## src/rtl/rms_pkg.sv

```systemverilog
// Shared defaults and the reader state type for the windowed sample reader.
package rms_pkg;

    localparam int SAMP_W_DEF   = 16;
    localparam int WIN_LOG2_DEF = 4;

    typedef enum logic [1:0] {
        IDLE  = 2'd0,
        ACCUM = 2'd1,
        HOLD  = 2'd2
    } rd_state_e;

endpackage

```

## src/rtl/sq_unit.sv

```systemverilog
// Combinational signed square. A SAMP_W-bit signed input squares to a
// non-negative value that always fits in 2*SAMP_W bits, including the most
// negative input, which yields 2^(2*SAMP_W-2).
module sq_unit
    import rms_pkg::*;
#(
    parameter int SAMP_W = SAMP_W_DEF
) (
    input  logic [SAMP_W-1:0]   samp,
    output logic [2*SAMP_W-1:0] sq
);

    logic signed [2*SAMP_W-1:0] ext;

    // Sign-extend to full width first so the product is computed at 2*SAMP_W bits.
    always_comb begin
        ext = {{SAMP_W{samp[SAMP_W-1]}}, samp};
        sq  = $unsigned(ext * ext);
    end

endmodule

```

## src/rtl/sample_reader.sv

```systemverilog
// Windowed mean-of-squares reader fed by a first-word-fall-through FIFO.
// Pops one sample per cycle while enabled, accumulates squares over a window
// of 2^WIN_LOG2 samples, then presents mean_sq (and peak) until handshaken.
// Optional feature: define SAMPLE_READER_PEAK_EN to track max |sample| per
// window; without it, peak is tied to zero.
module sample_reader
    import rms_pkg::*;
#(
    parameter int SAMP_W   = SAMP_W_DEF,
    parameter int WIN_LOG2 = WIN_LOG2_DEF
) (
    input  logic                  clk,
    input  logic                  rst_n,
    input  logic [31:0]           data_in,
    input  logic                  empty,
    output logic                  rd_en,
    input  logic                  en,
    input  logic                  clr,
    output logic [2*SAMP_W-1:0]   mean_sq,
    output logic [SAMP_W-1:0]     peak,
    output logic                  out_valid,
    input  logic                  out_ready,
    output logic [WIN_LOG2-1:0]   sample_cnt
);

    localparam int ACC_W = 2*SAMP_W + WIN_LOG2;
    localparam logic [WIN_LOG2-1:0] CNT_ONE = WIN_LOG2'(1);

    rd_state_e           state, state_nxt;
    logic [SAMP_W-1:0]   samp;
    logic [2*SAMP_W-1:0] sq;
    logic [ACC_W-1:0]    acc;
    logic [ACC_W-1:0]    acc_sum;
    logic                pop;
    logic                win_last;
    logic                hs;

    assign samp = data_in[SAMP_W-1:0];

    generate
        if (SAMP_W < 32) begin : g_hi
            logic unused_hi;
            assign unused_hi = ^data_in[31:SAMP_W];
        end
    endgenerate

    sq_unit #(.SAMP_W(SAMP_W)) u_sq (
        .samp (samp),
        .sq   (sq)
    );

    assign acc_sum = acc + {{WIN_LOG2{1'b0}}, sq};

    // State register.
    always_ff @(posedge clk or negedge rst_n) begin
        if (!rst_n) state <= IDLE;
        else        state <= state_nxt;
    end

    // Next state and pop strobe; clr overrides every transition and blocks pops.
    always_comb begin
        state_nxt = state;
        rd_en     = (state == ACCUM) & en & ~empty & ~clr;
        pop       = rd_en;
        win_last  = rd_en & (&sample_cnt);
        hs        = (state == HOLD) & out_valid & out_ready;
        case (state)
            IDLE:    if (en) state_nxt = ACCUM;
            ACCUM: begin
                if (win_last) state_nxt = HOLD;
                else if (!en) state_nxt = IDLE;
            end
            HOLD:    if (hs) state_nxt = en ? ACCUM : IDLE;
            default: state_nxt = IDLE;
        endcase
        if (clr) state_nxt = IDLE;
    end

    // Accumulator, window counter and result registers.
    always_ff @(posedge clk or negedge rst_n) begin
        if (!rst_n) begin
            acc        <= '0;
            sample_cnt <= '0;
            mean_sq    <= '0;
            out_valid  <= 1'b0;
        end else if (clr) begin
            // Abort the window but keep the last published result.
            acc        <= '0;
            sample_cnt <= '0;
            out_valid  <= 1'b0;
        end else begin
            if (pop) begin
                if (win_last) begin
                    mean_sq    <= acc_sum[ACC_W-1:WIN_LOG2];
                    out_valid  <= 1'b1;
                    acc        <= '0;
                    sample_cnt <= '0;
                end else begin
                    acc        <= acc_sum;
                    sample_cnt <= sample_cnt + CNT_ONE;
                end
            end
            if (hs) out_valid <= 1'b0;
        end
    end

`ifdef SAMPLE_READER_PEAK_EN
    localparam logic [SAMP_W-1:0] S_MIN = {1'b1, {(SAMP_W-1){1'b0}}};
    localparam logic [SAMP_W-1:0] S_MAX = {1'b0, {(SAMP_W-1){1'b1}}};
    localparam logic [SAMP_W-1:0] S_ONE = SAMP_W'(1);

    logic [SAMP_W-1:0] mag;
    logic [SAMP_W-1:0] peak_trk;
    logic [SAMP_W-1:0] peak_nxt;

    // Saturating magnitude and running maximum including the current sample.
    always_comb begin
        mag = samp;
        if (samp[SAMP_W-1]) mag = (samp == S_MIN) ? S_MAX : (~samp + S_ONE);
        peak_nxt = (mag > peak_trk) ? mag : peak_trk;
    end

    // Peak tracker per window, published together with mean_sq.
    always_ff @(posedge clk or negedge rst_n) begin
        if (!rst_n) begin
            peak_trk <= '0;
            peak     <= '0;
        end else if (clr) begin
            peak_trk <= '0;
        end else if (pop) begin
            if (win_last) begin
                peak     <= peak_nxt;
                peak_trk <= '0;
            end else begin
                peak_trk <= peak_nxt;
            end
        end
    end
`else
    assign peak = '0;
`endif

endmodule

```

## config.mk

```make
export PLATFORM = sky130hd
export DESIGN_NAME = sample_reader
export DESIGN_NICKNAME = d
export VERILOG_FILES = /design/src/rtl/rms_pkg.sv /design/src/rtl/sq_unit.sv /design/src/rtl/sample_reader.sv
export SDC_FILE = /design/constraint.sdc
export NUM_CORES = 1
export LEC_CHECK = 0
export CORE_ASPECT_RATIO = 0.7
export CORE_UTILIZATION = 51
export DETAILED_ROUTE_END_ITERATION = 10
export PLACE_DENSITY = 0.7
export SYNTH_ARGS = -nofsm -noshare
export SYNTH_HDL_FRONTEND = slang
export SYNTH_SLANG_ARGS = --single-unit
```

## constraint.sdc

```tcl
create_clock -name clk -period 2.7 [get_ports clk]
set_input_delay 0.675 -clock clk [delete_from_list [all_inputs] [get_ports clk]]
set_output_delay 0.675 -clock clk [all_outputs]
set_load 0.01 [all_outputs]
```

==> reports/qor.yml <==
worstMarginPinSlew_ns: 0.566
cts_num_sinks: 75
violations: "setup timing"
grt_pass1_wl_mm: 61.2
grt_max_degree: 47
fin_ws_ns: -4.85
cp.required_ns: 2.95
critPathCaptureType: "flop"
rr_worst_depth: 10
dp_slack_ns: -5.78
finalCritPeriodShare_pct: 280
fin_skew_ns: 0.00790
dieHeight_um: 139
port_buffers: 59
ys_seq_area_share_pct: 13.8
cts_hold_repair.buffers: 0
synth_cell_types: 75
cap_violations: 0
timing.rr.end: "acc[20]"
nets: 2274
drt_iter0_markers: 676
vias: 11925
crit_path_start_kind: "input port"
routed_wl_mm: 38.7
seq_area_sq_um: 1880
die-area_sq_um: 27300
via_per_inst: 5.32
cp.arrival_ns: 7.80
drcViolationCount: 0
yosysWarnings: 0
crit_top_cell: "fa_1"
htree_levels: 3
area_growth_pct: 42.5
place_congestion: 0.969
path_class: "in2reg"
antenna_cells: 0
setup_violations: 64
detail-route-antenna-nets: 0
synthesis.area_sq_um: 13600
wl_per_cell_um: 17.3
path_clk_slew_ns: 0.06
initial_core_util_pct: 52.4
row_count: 49
async_flop_share_pct: 100
dieWidth_um: 197
dp_hpwl_mm: 29.2
cp_max_fo: 7
drive_above_1_share_pct: 36.7
clock.fmax_mhz: 132
ios: 92
ys_ff_latch: 75
cts_tree: "yes"
cts_buffers: 9
drtPass1Iterations: 6
min_path_type: "in2async"
clock-root-buffer: "clkbuf_16"
slowest_delay_ns: 0.54
synth-edff-count: 0
rsz0062_at_grt: "yes"
status: "finished, violations left"
slew_violations: 0
cts_buffer_depth: 2
worstReg2RegStart: "acc[0]"
fp.coreArea_sq_um: 25900
overflow: 0
dpl-instance-area_sq_um: 17200
whs_ns: 0.274
hold_violations: 0
r2r_slack_ns: -0.20
grt_pass1_vias: 12846
fin_area_sq_um: 19400
clk_latency_ns: 0.34
synthCells: 1483
multi_input_area_sq_um: 11900
relSlewSlack_pct: 62.2
syn_avg_cell_area_sq_um: 9.17
period_needed_ns: 7.55
grt_util_all_layers_pct: 28.1
synth-main-ff-cell: "dfrtp_1"
antenna_found_initial: 0
fill_cells: 1810
slowest_stage: "fa_1"
[metal layers]
layer / up-vias / track usage, % / routed length (um)
li1: 5429 / - / -
met1: 6081 / 38.8 / 16400
met2: 345 / 48.4 / 19500
met3: 70 / 3.53 / 2110
met4: 0 / 4.20 / 703
met5: - / 0 / 0
[sequential cells by signal, indices dropped and copies added, names as in the netlist]
name,cells
acc,36
mean_sq,32
out_valid,1
sample_cnt,4
state,2
[cell families after synthesis]
group | Yosys count | share of synthesized area (%)
buffers and inverters | 380 | 11.0
and+or+nand+nor | 365 | 12.5
adders and majority gates | 356 | 45.8
AOI/OAI and AO/OA | 227 | 11.6
DFF | 75 | 13.8
xor gates and xnor gates | 69 | 4.44
muxes | 10 | 0.847
other | 1 | 0.0276
[cell usage after synthesis, types with 6 or more instances]
library cell / number / area share [%]
a211oi_1: 6 / 0.33
nand2b_1: 11 / 0.51
a31oi_1: 9 / 0.41
nand3_1: 14 / 0.52
fa_1: 237 / 35
nand4_1: 8 / 0.37
o211ai_1: 7 / 0.39
clkbuf_1: 31 / 0.86
o21a_1: 9 / 0.50
nor2_1: 65 / 1.8
xor2_1: 21 / 1.4
and2_1: 39 / 1.8
mux2_2: 8 / 0.66
buf_4: 17 / 0.94
a21oi_1: 53 / 2.0
nor3_1: 14 / 0.52
or3_1: 8 / 0.37
o21ai_0: 39 / 1.4
nor2b_1: 6 / 0.28
a21o_1: 15 / 0.83
nand2_1: 168 / 4.6
and3_1: 12 / 0.55
inv_1: 329 / 9.1
dfrtp_1: 75 / 14
o21bai_1: 7 / 0.39
xnor2_1: 48 / 3.1
ha_1: 119 / 11
a22o_1: 23 / 1.5
[worst max-delay path: cells and delay by family]
kind	cells	cell delay (ns)
xor+xnor	1	0.11
simple gates	5	0.88
fa+ha+maj	8	3.64
buf+inv	8	0.73
compound gates	9	1.75
[repair_timing]
| item | 4_1_cts | 5_1_grt |
|---|---|---|
| cloned | 1 | 0 |
| gates resized for setup | 208 | 182 |
| setup buffers | 33 | 29 |
| pin swaps | 119 | 108 |
| endpoints found under the setup margin | 64 | 65 |
[how the worst max path moves through the flow]
stage / start / to / slack (ns) / cells past startpoint
2_1_floorplan: data_in[1] / mean_sq[27] / -4.70 / 28
3_3_place_gp: data_in[5] / mean_sq[27] / -5.62 / 30
3_5_place_dp: data_in[6] / mean_sq[27] / -5.78 / 30
4_1_cts: data_in[1] / mean_sq[27] / -4.76 / 30
5_1_grt: data_in[3] / mean_sq[28] / -5.12 / 32
6_report: data_in[6] / mean_sq[28] / -4.85 / 31
[layout by cell type (no fill, tap or decap), drive strengths merged, types with 41 or more instances in the layout]
master,n
nor2,65
ha,119
a21oi,56
xnor2,48
nand2,168
dfrtp,75
inv,329
buf,373
o21ai,42
clkdlybuf4s50,41
fa,237
[through the flow]
step                setup TNS [ns]  util [%]  std cells
finish                     -254.67      74.7       2241
global route               -268.16      74.7       2241
CTS                        -249.00      70.8       2214
detailed placement         -308.26      66.4       2167
global placement           -301.79      66.4       2167
floorplan                  -232.30         -       1498
[layout make-up]
| class | count | share of cell area [%] |
|---|---|---|
| tap | 357 | 2.31 |
| clock buffer | 10 | 1.18 |
| timing repair buffer | 421 | 18.6 |
| clock inverter | 5 | 0.284 |
| multi-input combinational | 1043 | 61.5 |
| inverter | 330 | 6.44 |
| sequential | 75 | 9.69 |
Power is left out: the tool's default activity adds up to more than one toggle a clock period on the data nets, which glitch-free logic cannot reach.
